===== config.mk =====
export PLATFORM = sky130hd
export DESIGN_NAME = store_merge_unit_flat
export DESIGN_NICKNAME = d
export VERILOG_FILES = /design/src/rtl/store_merge_unit_if.sv /design/src/rtl/store_merge_unit.sv /design/src/flat_wrapper.sv
export SDC_FILE = /design/constraint.sdc
export NUM_CORES = 1
export LEC_CHECK = 0
export ABC_CLOCK_PERIOD_IN_PS = 4100
export BUFFER_PORTS_ARGS = -buffer_cell sky130_fd_sc_hd__buf_2
export CORE_ASPECT_RATIO = 0.6
export CORE_MARGIN = 2
export CORE_UTILIZATION = 45
export DETAILED_ROUTE_END_ITERATION = 6
export GPL_TIMING_DRIVEN = 0
export PLACE_DENSITY = 0.71
export SETUP_SLACK_MARGIN = 0.02
export SLEW_MARGIN = 10
export SYNTH_ARGS = -nofsm -noshare
export SYNTH_HDL_FRONTEND = slang
export SYNTH_SLANG_ARGS = --single-unit

===== constraint.sdc =====
create_clock -name clk -period 4.1 [get_ports clk]
set_clock_uncertainty 0.15 [all_clocks]
set_input_delay 0.82 -clock clk [delete_from_list [all_inputs] [get_ports clk]]
set_output_delay 0.82 -clock clk [all_outputs]
set_load 0.01 [all_outputs]

===== src/rtl/store_merge_unit_if.sv =====
// Store request bus from the MEM stage plus the word-only cache port.
// The slave modport is the merge unit's side; master is the CPU/memory side.
interface store_merge_unit_if #(
  parameter int ADDR_W = 32,
  parameter int DATA_W = 32
);
  logic              req_valid;
  logic              req_ready;
  logic [ADDR_W-1:0] req_addr;
  logic [DATA_W-1:0] req_data;
  logic [1:0]        req_size;
  logic              done;
  logic              err;
  logic [ADDR_W-1:0] mem_addr;
  logic              mem_rd_req;
  logic              mem_wr_req;
  logic [DATA_W-1:0] mem_wdata;
  logic [DATA_W-1:0] mem_rdata;
  logic              mem_ack;

  modport slave (
    input  req_valid, req_addr, req_data, req_size, mem_rdata, mem_ack,
    output req_ready, done, err, mem_addr, mem_rd_req, mem_wr_req, mem_wdata
  );

  modport master (
    output req_valid, req_addr, req_data, req_size, mem_rdata, mem_ack,
    input  req_ready, done, err, mem_addr, mem_rd_req, mem_wr_req, mem_wdata
  );
endinterface


===== src/rtl/store_merge_unit.sv =====
// Narrows sb/sh/sw stores onto a word-only memory port; sub-word stores
// do read-modify-write of the aligned word.
module store_merge_unit #(
  parameter int ADDR_W = 32,
  parameter int DATA_W = 32
) (
  input  logic                 clk,
  input  logic                 rst,
  store_merge_unit_if.slave    bus
);
  localparam int NUM_LANES = DATA_W / 8;

  typedef enum logic [2:0] {S_IDLE, S_READ, S_WRITE, S_DONE, S_ERR} state_e;

  state_e            state_q, state_d;
  logic [ADDR_W-1:0] addr_q, addr_d;
  logic [15:0]       data_q, data_d;
  logic [1:0]        size_q, size_d;
  logic [DATA_W-1:0] wdata_q, wdata_d;

  logic                            accept, bad;
  logic [NUM_LANES-1:0]            lane_en;
  logic [NUM_LANES-1:0][7:0]       lane_src;
  logic [NUM_LANES-1:0][7:0]       merged;

  assign accept = bus.req_valid && (state_q == S_IDLE);
  assign bad    = (bus.req_size == 2'b11) ||
                  (bus.req_size == 2'b01 && bus.req_addr[0]) ||
                  (bus.req_size == 2'b10 && bus.req_addr[1:0] != 2'b00);

  // Byte/half enables from the latched request; source replicated per lane.
  always_comb begin
    lane_en = '0;
    case (size_q)
      2'b00:   lane_en[addr_q[1:0]] = 1'b1;
      2'b01:   lane_en = addr_q[1] ? 4'b1100 : 4'b0011;
      default: lane_en = '0;
    endcase
  end

  assign lane_src = (size_q == 2'b01) ? {2{data_q[15:0]}} : {4{data_q[7:0]}};

  for (genvar g = 0; g < NUM_LANES; g++) begin : g_lane
    assign merged[g] = lane_en[g] ? lane_src[g] : bus.mem_rdata[8*g +: 8];
  end

  always_comb begin
    state_d = state_q;
    addr_d  = addr_q;
    data_d  = data_q;
    size_d  = size_q;
    wdata_d = wdata_q;
    case (state_q)
      S_IDLE: if (accept) begin
        addr_d = bus.req_addr;
        data_d = bus.req_data[15:0];
        size_d = bus.req_size;
        if (bad) begin
          state_d = S_ERR;
        end else if (bus.req_size == 2'b10) begin
          state_d = S_WRITE;
          wdata_d = bus.req_data;
        end else begin
          state_d = S_READ;
        end
      end
      S_READ: if (bus.mem_ack) begin
        wdata_d = merged;
        state_d = S_WRITE;
      end
      S_WRITE: if (bus.mem_ack) state_d = S_DONE;
      S_DONE:  state_d = S_IDLE;
      S_ERR:   state_d = S_IDLE;
      default: state_d = S_IDLE;
    endcase
  end

  always_ff @(posedge clk) begin
    if (rst) begin
      state_q <= S_IDLE;
      addr_q  <= '0;
      data_q  <= '0;
      size_q  <= '0;
      wdata_q <= '0;
    end else begin
      state_q <= state_d;
      addr_q  <= addr_d;
      data_q  <= data_d;
      size_q  <= size_d;
      wdata_q <= wdata_d;
    end
  end

  // Handshakes decode from state only; no input-to-output combinational path.
  assign bus.req_ready  = (state_q == S_IDLE);
  assign bus.mem_rd_req = (state_q == S_READ);
  assign bus.mem_wr_req = (state_q == S_WRITE);
  assign bus.done       = (state_q == S_DONE) || (state_q == S_ERR);
  assign bus.err        = (state_q == S_ERR);
  assign bus.mem_addr   = {addr_q[ADDR_W-1:2], 2'b00};
  assign bus.mem_wdata  = wdata_q;
endmodule


===== src/flat_wrapper.sv =====
// flat-port wrapper written by rule: the top's interface ports become plain ports
module store_merge_unit_flat 
#(
  parameter int ADDR_W = 32,
  parameter int DATA_W = 32
)
  (clk, rst, bus_req_valid, bus_req_addr, bus_req_data, bus_req_size, bus_mem_rdata, bus_mem_ack, bus_req_ready, bus_done, bus_err, bus_mem_addr, bus_mem_rd_req, bus_mem_wr_req, bus_mem_wdata);
  store_merge_unit_if #(.ADDR_W(ADDR_W), .DATA_W(DATA_W)) bus_i ();
  input  logic clk;
  input  logic rst;
  input wire logic [$bits(bus_i.req_valid)-1:0] bus_req_valid;
  input wire logic [$bits(bus_i.req_addr)-1:0] bus_req_addr;
  input wire logic [$bits(bus_i.req_data)-1:0] bus_req_data;
  input wire logic [$bits(bus_i.req_size)-1:0] bus_req_size;
  input wire logic [$bits(bus_i.mem_rdata)-1:0] bus_mem_rdata;
  input wire logic [$bits(bus_i.mem_ack)-1:0] bus_mem_ack;
  output wire logic [$bits(bus_i.req_ready)-1:0] bus_req_ready;
  output wire logic [$bits(bus_i.done)-1:0] bus_done;
  output wire logic [$bits(bus_i.err)-1:0] bus_err;
  output wire logic [$bits(bus_i.mem_addr)-1:0] bus_mem_addr;
  output wire logic [$bits(bus_i.mem_rd_req)-1:0] bus_mem_rd_req;
  output wire logic [$bits(bus_i.mem_wr_req)-1:0] bus_mem_wr_req;
  output wire logic [$bits(bus_i.mem_wdata)-1:0] bus_mem_wdata;
  assign bus_i.req_valid = bus_req_valid;
  assign bus_i.req_addr = bus_req_addr;
  assign bus_i.req_data = bus_req_data;
  assign bus_i.req_size = bus_req_size;
  assign bus_i.mem_rdata = bus_mem_rdata;
  assign bus_i.mem_ack = bus_mem_ack;
  assign bus_req_ready = bus_i.req_ready;
  assign bus_done = bus_i.done;
  assign bus_err = bus_i.err;
  assign bus_mem_addr = bus_i.mem_addr;
  assign bus_mem_rd_req = bus_i.mem_rd_req;
  assign bus_mem_wr_req = bus_i.mem_wr_req;
  assign bus_mem_wdata = bus_i.mem_wdata;
  store_merge_unit #(.ADDR_W(ADDR_W), .DATA_W(DATA_W)) u_core (.clk(clk), .rst(rst), .bus(bus_i));
endmodule

==> flow_summary.json, run 1 <==
{
  "antenna_found_initial": 0,
  "clkSlewWorstSetupHoldPaths_ns": 0.06,
  "swShare": 0.3105,
  "synth_most_common_cell": "nand2_1",
  "slowest_delay_ns": 0.49,
  "ys_warn_count": 0,
  "final_cells": 829,
  "cts_made_buffers": 9,
  "place_inst": 813,
  "cts.path.max_buffers": 2,
  "finalSetupViolations": 0,
  "synth_area_mm2": 0.004304,
  "routed-via-count": 4358,
  "root_buffer": "clkbuf_16",
  "worstPathCellList": "clkbuf_1 > nor2_1 > and2_1 > o21bai_1 > buf_2",
  "clock_sinks": 85,
  "slew_headroom": 0.5508,
  "drc": 0,
  "grt.total_usage": 0.2605,
  "cap_violations": 0,
  "cts-resized-gates": 0,
  "finalPower_uw": 2388,
  "vias_per_cell": 5.257,
  "critPathKind": "reg -> out",
  "hold_buffers": 0,
  "nets": 796,
  "worstPathArrival_ns": 1.73,
  "grt_pass1_vias": 4205,
  "worst_pin_slew_ns": 0.6739,
  "rows": 27,
  "end_kind": "output port",
  "drtIter0Drc": 294,
  "grt.busiest_layer": "met2",
  "cp_top_family": "flip-flops",
  "outcome": "finished, final reports clean",
  "ys_top_cells_by_area": "dfxtp_1 (40%), nand2_1 (9.2%), a21oi_1 (7.8%)",
  "fin_crit_ns": 2.699,
  "use_met3": 0.08445,
  "synth_top_area_share": 0.3953,
  "clock.fmax_ghz": 0.3706,
  "critPathSlowestCell": "dfxtp_1",
  "postSynth.asyncResetShare": 0,
  "place.gp.congestion": 0.8867,
  "slew_violations": 0,
  "worstHoldStart": "u_core.addr_q[12]",
  "place_hpwl_um": 10350,
  "power_density_mw_per_mm2": 426.1,
  "cp-startpoint": "u_core.state_q[0]",
  "hold_class": "reg -> reg",
  "final_util": 0.6077,
  "first_pass_iters": 7,
  "p_clk_frac": 0.339,
  "grt-ovfl-total": 0,
  "yosys.area.top_type": "dfxtp_1",
  "clkLatencyLatePin_ns": 0.34,
  "intPower_uw": 1646,
  "syn_inst": 514,
  "p_switching_uw": 741.4,
  "diodes": 0,
  "critPathBufInv": 2,
  "synth_top_cells_by_count": "nand2_1 (106), dfxtp_1 (85), a21oi_1 (67)",
  "die_area_mm2": 0.01039,
  "combPwrFrac": 0.261,
  "synthFlopType": "dfxtp_1",
  "finalSetupTns_ns": 0,
  "gr-usage-met1": 0.3663,
  "yosysSeqAreaShare": 0.3953,
  "cts_setup_buffers": 0,
  "die_w_um": 130.3,
  "drt-wirelength-per-cell_um": 16.08,
  "drtAntennaViolNets": 0,
  "routed_wl_um": 13330,
  "p_seq_frac": 0.400,
  "port_buffers": 168,
  "critPathLaunchType": "flip-flop",
  "met2_usage": 0.3832,
  "p_leak_uw": 0.002561,
  "hold_viol": 0,
  "rr_startpoint": "u_core.size_q[0]",
  "rsz0062_at_grt": "no",
  "cp_max_fo": 10,
  "initial_core_util": 0.4667,
  "cp.required_ns": 3.13,
  "period_share": 0.6582,
  "fp.dieH_um": 79.76,
  "vdd_ir_drop_max_v": 0.0002122,
  "grt_pass1_wl_um": 20800,
  "area_delta_synth_final_pct": 30.20,
  "yosys_register_bits": 85,
  "tritoncts": "built",
  "synth_edf_count": 0,
  "syn_avg_cell_area_um2": 8.374,
  "io_pins": 171,
  "htree_num_levels": 3,
  "grt_start_max_net_pins": 14,
  "yosysUniqueCellTypes": 35,
  "layout-drive-gt1-share": 0.3820,
  "core-area_mm2": 0.009223
}
worst paths after layout:
kind | endpoint | slack (ns) | cells past startpoint
worst max-delay path | bus_done | 1.40 | 5
worst min-delay path | u_core.addr_q[12] | 0.30 | 2
worst max register to register | u_core.bus.mem_wdata[4] | 2.03 | 5
worst min register to register | u_core.addr_q[12] | 0.30 | 2
metal layers:
| metal | share of wire | up-vias |
|---|---|---|
| met5 | 0 | - |
| met4 | 0.010 | 0 |
| met3 | 0.10 | 13 |
| met2 | 0.42 | 199 |
| met1 | 0.46 | 2019 |
| li1 | - | 2127 |
stage by stage:
stage | setup WS [ns] | hold slack, ns | cell area, µm²
final | 1.401 | 0.3027 | 5604
after detailed placement | 1.688 | 0.2983 | 5311
after global routing | 1.217 | 0.3246 | 5604
after global placement | 1.719 | 0.2913 | 5311
after CTS | 1.381 | 0.3061 | 5604
after floorplan | 2.009 | 0.2860 | 4308
layout by cell type, fill, tap and decap left out, types with 2 or more instances in the layout:
cell,count
nor2_1,34
clkbuf_1,20
clkinv_2,4
nor2_2,2
buf_2,187
o32ai_2,10
conb_1,2
nand2b_1,34
nor3_1,3
buf_6,3
o32ai_1,6
and3_1,16
mux2i_1,8
a311o_1,16
clkbuf_16,9
a311oi_2,12
a21oi_1,67
a311oi_1,5
a211oi_1,17
and2_1,3
buf_4,34
dfxtp_1,85
nand2_1,106
cell type report:
class	count	area (µm²)
flip-flops and latches	85	1702
plain buffers	76	459.2
well taps	130	162.7
inverters	2	7.507
repair buffers	168	840.8
clock buffers	11	242.7
clock inverters	5	50.05
fillers	848	3618
multi-input cells	352	2140
logic make-up (layout without fill, tap and decap cells):
| family | after synthesis | in the layout | share of synthesized area |
|---|---|---|---|
| compound gates | 137 | 137 | 0.2558 |
| buf+inv | 78 | 262 | 0.1084 |
| flops | 85 | 85 | 0.3953 |
| mux | 8 | 8 | 0.01861 |
| other cells | 1 | 2 | 0.0008713 |
| simple gates | 205 | 205 | 0.2209 |
sequential cells by signal (all words and copies together), names as in the netlist:
register / flops
u_core.bus.mem_wdata: 32
u_core.size_q: 2
u_core.state_q: 3
u_core.data_q: 16
u_core.addr_q: 32
worst min-delay path: stages, from the launching register on:
cell and delay (ns):
dfxtp_1 0.31, nand2_1 0.05, a21oi_1 0.05
power groups by stage:
stage | clock (µW) | sequential (µW) | combinational (µW)
finish | 809 | 955 | 624
global route | 862 | 964 | 684
CTS | 822 | 954 | 619
detailed placement | 0 | 971 | 616
global placement | 0 | 968 | 602
floorplan | 0 | 970 | 395
Note: power is estimated with default switching activity, not from simulation.
==> inputs of run 2 (changes only) <==
ABC_CLOCK_PERIOD_IN_PS = 2500   (was 4100)
clock period = 2.5 ns   (was 4.1 ns; I/O delays follow)
==> flow_summary.json, run 2 (synthesis gave the netlist of run 1 again) <==
{
  "outcome": "finished, final reports clean",
  "worst_pin_slew_ns": 0.6733,
  "layout-drive-gt1-share": 0.3848,
  "die_w_um": 130.3,
  "routed_wl_um": 13310,
  "r2r_slack_ns": 0.42,
  "drt-wirelength-per-cell_um": 16.06,
  "gr-usage-met1": 0.3663,
  "layout_commonest_cell": "buf_2",
  "antenna_found_initial": 0,
  "drc": 0,
  "vias_per_cell": 5.273,
  "root_buffer": "clkbuf_16",
  "grt.busiest_layer": "met2",
  "drtAntennaViolNets": 0,
  "rsz0062_at_grt": "no",
  "met2_usage": 0.3832,
  "nets": 796,
  "mostFrequentLayoutCells": "buf_2 (187), nand2_1 (106), dfxtp_1 (85), a21oi_1 (67)",
  "final_cells": 829,
  "cap_violations": 0,
  "clkLatencyLatePin_ns": 0.34,
  "cp-endpoint": "bus_mem_rd_req",
  "vdd_ir_drop_max_v": 0.0003475,
  "cts_made_buffers": 9,
  "cts_setup_buffers": 0,
  "routed-via-count": 4371,
  "worstHoldStart": "bus_req_addr[2]",
  "critPathKind": "reg -> out",
  "grt.total_usage": 0.2605,
  "diodes": 0,
  "first_pass_iters": 5,
  "critPathLaunchType": "flip-flop",
  "rr_startpoint": "u_core.size_q[1]",
  "power_density_mw_per_mm2": 698.8,
  "core-area_mm2": 0.009223,
  "finalSetupTns_ns": 0,
  "io_pins": 171,
  "area_delta_synth_final_pct": 30.26,
  "cp.required_ns": 1.85,
  "tritoncts": "built",
  "hold_class": "in -> reg",
  "worstRegToRegCells": 5,
  "setup_ws_ns": 0.2114,
  "period_share": 0.9155,
  "place.gp.congestion": 0.8867,
  "fin_crit_ns": 2.289,
  "clkSlewWorstSetupHoldPaths_ns": 0.06,
  "port_buffers": 168,
  "place_inst": 813,
  "rows": 27,
  "slew_headroom": 0.5511,
  "drtIter0Drc": 308,
  "hold_viol": 0,
  "htree_num_levels": 3,
  "cp_max_fo": 10,
  "grt_start_max_net_pins": 14,
  "initial_core_util": 0.4667,
  "die_area_mm2": 0.01039,
  "hold_path_depth": 3,
  "worstPathArrival_ns": 1.64,
  "grt-ovfl-total": 0,
  "clock_sinks": 85,
  "cts.path.max_buffers": 2,
  "p_leak_uw": 0.002568,
  "pre_cts_slack_ns": 0.4079,
  "slew_violations": 0,
  "worstReg2RegEnd": "u_core.bus.mem_wdata[16]",
  "finalSetupViolations": 0,
  "place_hpwl_um": 10350,
  "end_kind": "output port",
  "grt_pass1_wl_um": 20800,
  "use_met3": 0.08445,
  "cp-startpoint": "u_core.state_q[2]",
  "fp.dieH_um": 79.76,
  "clock.fmax_ghz": 0.4369,
  "grt_pass1_vias": 4205
}
## run 2: cell counts in the layout (fill, tap and decap cells not counted)
Identical to the previous run, type by type.
## run 2: routing by layer
metal | vias up | share of wire
met4 | 0 | 0.012
met5 | - | 0
li1 | 2129 | -
met3 | 17 | 0.10
met1 | 2022 | 0.47
met2 | 203 | 0.42
## run 2: repair_timing
action / 4_1_cts / 5_1_grt
setup endpoints to repair: 0 / 1
resized for setup: 0 / 4
hold buffers: 0 / 0
hold endpoints to repair: 0 / 0
## run 2: metrics by stage
stage | cell area (µm²) | hold WS (ns) | power [µW] | utilization
after floorplan | 4308 | 0.2860 | 2238 | -
after global placement | 5311 | 0.2913 | 2576 | 0.5759
after detailed placement | 5311 | 0.2983 | 2603 | 0.5759
after CTS | 5604 | 0.2382 | 3926 | 0.6077
after global routing | 5607 | 0.2501 | 4117 | 0.6079
final | 5607 | 0.2470 | 3918 | 0.6079
## run 2: worst min-delay path by stage
stage,to,slack (ns)
4_1_cts,u_core.addr_q[2],0.24
2_1_floorplan,u_core.data_q[10],0.29
3_5_place_dp,u_core.addr_q[3],0.30
5_1_grt,u_core.addr_q[7],0.25
6_report,u_core.addr_q[2],0.25
3_3_place_gp,u_core.data_q[9],0.29
## run 2: area by class of cell
class | instances | area [µm²]
inverters | 2 | 7.507
clock buffers | 11 | 242.7
flip-flops and latches | 85 | 1702
plain buffers | 76 | 461.7
fillers | 847 | 3616
repair buffers | 168 | 840.8
clock inverters | 5 | 50.05
well taps | 130 | 162.7
multi-input cells | 352 | 2140
## run 2: report_power, final
part           total (µW)  switching (µW)  internal (µW)
Sequential           1570            86.3           1480
Clock                1330             534            795
Combinational        1020             596            427
Total                3920            1220           2700
## run 2: critical path, cell delays in order, from the launching register on
cell and delay, ns:
dfxtp_1 0.31, buf_6 0.13, nor2_2 0.14, nand2_2 0.13, inv_2 0.17, buf_2 0.25, buf_2 0.17
